## src/rtl/gyro_frame_scheduler.sv

```systemverilog
// Rate-controlled framer: snapshots gyro axes on each divider tick and streams
// SYNC,SYNC,seq,payload,CHK bytes over a valid/ready link. Option: GYRO_FRAME_TEMP_EN adds temperature bytes.
module gyro_frame_scheduler #(
  parameter int          CLK_HZ    = 100000000,
  parameter int          FRAME_HZ  = 100,
  parameter logic [7:0]  SYNC_BYTE = 8'h55
) (
  input  logic        clk,
  input  logic        reset,
  input  logic        enable,
  input  logic        clear_overrun,
  input  logic [15:0] x_axis_data,
  input  logic [15:0] y_axis_data,
  input  logic [15:0] z_axis_data,
  input  logic [15:0] temp_data,
  input  logic        tx_ready,
  output logic        tx_valid,
  output logic [7:0]  tx_data,
  output logic        busy,
  output logic [7:0]  seq_num,
  output logic        overrun
);

  localparam int DIV = CLK_HZ / FRAME_HZ;
  localparam int CW  = $clog2(DIV);
`ifdef GYRO_FRAME_TEMP_EN
  localparam int NBYTES = 12;
`else
  localparam int NBYTES = 10;
`endif
  localparam logic [3:0] LAST_IDX = 4'(NBYTES - 1);

  typedef enum logic [0:0] {IDLE, SEND} state_t;

  state_t        state_q;
  logic [CW-1:0] div_q;
  logic [15:0]   x_q, y_q, z_q;
  logic [7:0]    seq_q, chk_q, tx_data_q;
  logic [3:0]    idx_q;
  logic          tx_valid_q, busy_q, overrun_q;
  logic          tick_d;
  logic [7:0]    chk_d, next_byte_d;

`ifdef GYRO_FRAME_TEMP_EN
  logic [15:0]   t_q;
`else
  logic          temp_unused_d;
  assign temp_unused_d = ^temp_data;
`endif

  assign tick_d = (div_q == CW'(DIV - 1));

  // Checksum including the byte now on the bus, and the byte to present after it.
  always_comb begin
    chk_d       = chk_q;
    next_byte_d = 8'h00;
    if (idx_q >= 4'd2) begin
      chk_d = chk_q + tx_data_q;
    end else begin
      chk_d = chk_q;
    end
    case (idx_q)
      4'd0:    next_byte_d = SYNC_BYTE;
      4'd1:    next_byte_d = seq_q;
      4'd2:    next_byte_d = x_q[7:0];
      4'd3:    next_byte_d = x_q[15:8];
      4'd4:    next_byte_d = y_q[7:0];
      4'd5:    next_byte_d = y_q[15:8];
      4'd6:    next_byte_d = z_q[7:0];
`ifdef GYRO_FRAME_TEMP_EN
      4'd7:    next_byte_d = z_q[15:8];
      4'd8:    next_byte_d = t_q[7:0];
      4'd9:    next_byte_d = t_q[15:8];
      4'd10:   next_byte_d = chk_d;
`else
      4'd7:    next_byte_d = z_q[15:8];
      4'd8:    next_byte_d = chk_d;
`endif
      default: next_byte_d = 8'h00;
    endcase
  end

  // Divider, overrun flag and frame sequencing FSM.
  always_ff @(posedge clk or negedge reset) begin
    if (!reset) begin
      state_q    <= IDLE;
      div_q      <= '0;
      x_q        <= 16'h0000;
      y_q        <= 16'h0000;
      z_q        <= 16'h0000;
`ifdef GYRO_FRAME_TEMP_EN
      t_q        <= 16'h0000;
`endif
      seq_q      <= 8'h00;
      chk_q      <= 8'h00;
      tx_data_q  <= 8'h00;
      idx_q      <= 4'd0;
      tx_valid_q <= 1'b0;
      busy_q     <= 1'b0;
      overrun_q  <= 1'b0;
    end else begin
      div_q <= tick_d ? '0 : div_q + 1'b1;

      // A dropped tick outranks a simultaneous clear.
      if (tick_d && (state_q == SEND)) begin
        overrun_q <= 1'b1;
      end else if (clear_overrun) begin
        overrun_q <= 1'b0;
      end

      case (state_q)
        IDLE: begin
          if (tick_d && enable) begin
            x_q        <= x_axis_data;
            y_q        <= y_axis_data;
            z_q        <= z_axis_data;
`ifdef GYRO_FRAME_TEMP_EN
            t_q        <= temp_data;
`endif
            chk_q      <= 8'h00;
            idx_q      <= 4'd0;
            tx_data_q  <= SYNC_BYTE;
            tx_valid_q <= 1'b1;
            busy_q     <= 1'b1;
            state_q    <= SEND;
          end
        end
        SEND: begin
          if (tx_ready) begin
            if (idx_q == LAST_IDX) begin
              tx_valid_q <= 1'b0;
              busy_q     <= 1'b0;
              seq_q      <= seq_q + 8'd1;
              state_q    <= IDLE;
            end else begin
              idx_q     <= idx_q + 4'd1;
              tx_data_q <= next_byte_d;
              chk_q     <= chk_d;
            end
          end
        end
        default: begin
          tx_valid_q <= 1'b0;
          busy_q     <= 1'b0;
          state_q    <= IDLE;
        end
      endcase
    end
  end

  assign tx_valid = tx_valid_q;
  assign tx_data  = tx_data_q;
  assign busy     = busy_q;
  assign seq_num  = seq_q;
  assign overrun  = overrun_q;

endmodule

```

## config.mk

```make
export PLATFORM = sky130hd
export DESIGN_NAME = gyro_frame_scheduler
export DESIGN_NICKNAME = d
export VERILOG_FILES = /design/src/rtl/gyro_frame_scheduler.sv
export SDC_FILE = /design/constraint.sdc
export NUM_CORES = 1
export LEC_CHECK = 0
export BUFFER_PORTS_ARGS = -buffer_cell sky130_fd_sc_hd__buf_2
export CAP_MARGIN = 40
export CORE_ASPECT_RATIO = 1.1
export CORE_MARGIN = 2
export CORE_UTILIZATION = 60
export DETAILED_ROUTE_END_ITERATION = 8
export GPL_TIMING_DRIVEN = 0
export PLACE_DENSITY = 0.85
export SLEW_MARGIN = 5
export SYNTH_ARGS = -nofsm -noshare
export SYNTH_HDL_FRONTEND = slang
export SYNTH_SLANG_ARGS = --single-unit
```

## constraint.sdc

```tcl
create_clock -name clk -period 5 [get_ports clk]
set_input_delay 0.25 -clock clk [delete_from_list [all_inputs] [get_ports clk]]
set_output_delay 0.25 -clock clk [all_outputs]
set_load 0.005 [all_outputs]
```

==> metrics.md <==
| Metric | Value |
|---|---|
| Outcome | finished clean |
| Buf/Inv on CP | 3 |
| P per Cell Area | 250 nW/um^2 |
| Final Non-Filler Cells | 717 |
| CTS-repair resized insts | 0 |
| Placed insts | 701 |
| Die height | 97.8 um |
| Post-synth top area share | 51.6% |
| GRT Resource Usage Total | 29.0% |
| Drt total wl | 12100 um |
| Hpwl dp | 8560 um |
| Worst path arrival time | 2810 ps |
| Asr flop ratio synth | 100% |
| Hold Path Class | in -> reg |
| Unique masters post-synth | 47 |
| Core Box Area | 7830 sq um |
| Synth Cell Area | 4800 sq um |
| Initial core utilization | 61.3% |
| Total Power | 1.39 mW |
| Cell accounting for the most synthesized area | dfrtp_1 |
| Initial DRC count | 408 |
| Max Slew Vio Count | 0 |
| CP max stage delay | 490 ps |
| Setup violators final | 0 |
| Mean Syn Cell Area | 9.21 sq um |
| Setup_tns | 0 ps |
| Sequential fraction of the synthesis area | 51.6% |
| Max Root-Sink Buffers | 2 |
| Vias/cell | 5.85 |
| Flops & latches, synth | 99 |
| Peak VDD IR | 195 uV |
| Synth area leaders | dfrtp_1 52%, nand2_1 14%, ha_1 3.4% |
| Ys flop type | dfrtp_1 |
| Syn Nets | 604 |
| Fraction of layout cells with a size suffix above 1 | 16.6% |
| Num CTS Buffers | 9 |
| Pleak | 2.96 nW |
| Unrepaired setup endpoints after global routing | no |
| Largest net degree at the start of global routing | 55 |
| Top Ports | 88 |
| CTS H-tree depth | 3 |
| First-pass GRT wire length | 19600 um |
| Max-cap violation count | 0 |
| CP dominant cell by count | clkbuf_1 |
| CP max-delay cell | a222oi_1 |
| FMAX | 391 MHz |
| Drc violations | 0 |
| DR vias | 4192 |
| Final Hold Viols | 0 |
| Clock skew | 11.8 ps |
| Clock Pin Slew Worst Setup and Hold Paths | 90 ps |
| Post-Syn Instances | 521 |
| Worst-Skew Late Latency | 360 ps |
| Routed len/inst | 16.8 um |
| Crit path cell chain | inv_1 > ha_1 > clkbuf_1 > clkbuf_1 > a222oi_1 > nand3_1 > a32oi_1 > nor2_1 > a21oi_1 > nand2_1 |
| Warnings from Yosys | 0 |
| Critical Path Sink Type | register |
| Port buffer count | 71 |
| Final GP Congestion | 0.892 |
| Die width | 89.3 um |
| Critical path fanouts, max | 10 |
| WP data required | 5250 ps |
| Critical setup path kind | reg -> reg |
| Global route overflow | 0 |
| Slew @ Worst Pin | 864 ps |
| Rows | 34 |
| CTS tree | yes |
| Layout area overhead | 15.5% |
| # clock sinks | 99 |
| Post-synth EDFFs | 0 |
| Slew HR | 41.9% |
| Minimum clock period | 2560 ps |
| Diodes inserted | 0 |
| Post-route ant nets | 0 |
| Cell family with most CP delay | compound AO/OA/AOI/OAI gates |
| Initial antenna violation count | 0 |
| Die area | 8730 sq um |
| NumNets Final | 688 |
| Worst Setup Start Kind | register |
| Final period util | 51.2% |
| Vias in the first global route | 4145 |
| Pre-antenna DRT Iters | 6 |
| Clock root buffer master | clkbuf_8 |
-- worst reg2reg max path: stages, from the launching register on --
cell and delay, ps:
dfrtp_1 450, inv_1 90, ha_1 190, clkbuf_1 210, clkbuf_1 350, a222oi_1 490
nand3_1 160, a32oi_1 230, nor2_1 70, a21oi_1 140, nand2_1 70
-- final cells by class --
type	count	area [sq um]
inverter	10	37.5
timing repair buffer	73	395
fill	605	2290
clock buffer	14	183
multi-input combinational	385	2160
buffer	27	119
sequential	99	2480
clock inverter	1	30.0
tap	108	135
-- layer usage --
metal / part of all wire [%] / up-vias / track usage (%)
met1: 41 / 2025 / 38.8
met3: 6.8 / 41 / 5.75
met2: 49 / 190 / 46.8
met5: 0 / - / 0
met4: 2.7 / 0 / 10.4
li1: - / 1936 / -
-- worst paths after layout --
path,startpoint,to,slack (ps),cells after the start
max,idx_q[0],tx_data[2],2440,10
min,clear_overrun,overrun,60,2
max reg2reg,idx_q[0],tx_data[2],2440,10
min reg2reg,x_q[7],x_q[7],470,2
max in group asynchronous,reset,div_q[7],3860,3
min in group asynchronous,reset,chk_q[5],470,2
-- report_power, final --
group	total, mW	internal, mW	switching [mW]
logic	0.0405	0.0177	0.0228
clock network	0.547	0.284	0.263
registers	0.800	0.800	0.0000000000000000155
total	1.39	1.10	0.286
-- per-stage QoR --
stage | area (sq um) | hold slack (ps) | setup slack [ps] | util (%)
after floorplan | 4800 | -45.6 | 2710 | -
after global placement | 5290 | 436 | 2520 | 67.6
after detailed placement | 5320 | 342 | 2510 | 67.9
after CTS | 5540 | 58.4 | 2490 | 70.8
after global routing | 5540 | 56.8 | 2310 | 70.8
final | 5540 | 59.0 | 2440 | 70.8
-- state kept, by name (all words and copies together) (netlist names) --
register,flops
busy,1
chk_q,8
seq_num,8
z_q,16
state_q,1
overrun,1
idx_q,4
y_q,16
x_q,16
tx_data,8
div_q,20
-- what timing repair did --
item | 4_1_cts | 5_1_grt
buffers inserted | 0 | 0
setup endpoints to repair | 0 | 0
hold buffers | 1 | 0
hold endpoints to repair | 53 | 0
-- cell usage in the layout, fill, tap and decap left out, types with 3 or more instances in the layout --
cell,count
a32oi_1,3
a22oi_1,13
nor2b_1,3
o21ai_0,10
o211ai_1,3
a22o_1,8
o31ai_1,3
nor2_1,25
ha_1,13
mux2_2,4
nand4_1,5
xor2_1,17
nand3_1,13
xnor2_1,12
clkbuf_8,13
nor4_1,4
a21oi_1,16
a222oi_1,5
dfrtp_1,99
nand2_1,177
clkbuf_1,19
nor3_1,7
mux2i_1,3
and2_1,3
buf_2,75
and3_1,12
inv_1,10
buf_4,4
-- kinds of logic (layout without fill, tap and decap cells) --
logic type | Yosys count | count (layout) | share of synthesized area (%)
multiplexers | 7 | 7 | 1.56
buffers and inverters | 37 | 125 | 3.26
AO/OA/AOI/OAI | 76 | 76 | 11.3
flip-flops | 99 | 99 | 51.6
XOR/XNOR | 29 | 29 | 5.29
adder cells (fa/ha/maj) | 14 | 14 | 3.81
AND/OR/NAND/NOR | 259 | 259 | 23.2
-- synth_stat cells (2+ instances only) --
cell	instances
nand2_1	177
dfrtp_1	99
nor2_1	25
clkbuf_1	18
xor2_1	17
a21oi_1	16
a22oi_1	13
ha_1	13
nand3_1	13
and3_1	12
xnor2_1	12
inv_1	10
o21ai_0	10
a22o_1	8
nor3_1	7
a222oi_1	5
buf_2	5
nand4_1	5
mux2_2	4
nor4_1	4
a32oi_1	3
and2_1	3
buf_4	3
mux2i_1	3
nor2b_1	3
o211ai_1	3
o31ai_1	3
a211oi_1	2
a21o_1	2
a221o_1	2
a31oi_1	2
and4_1	2
o2bb2ai_1	2
or4_1	2
(Power assumes the default switching activity.)
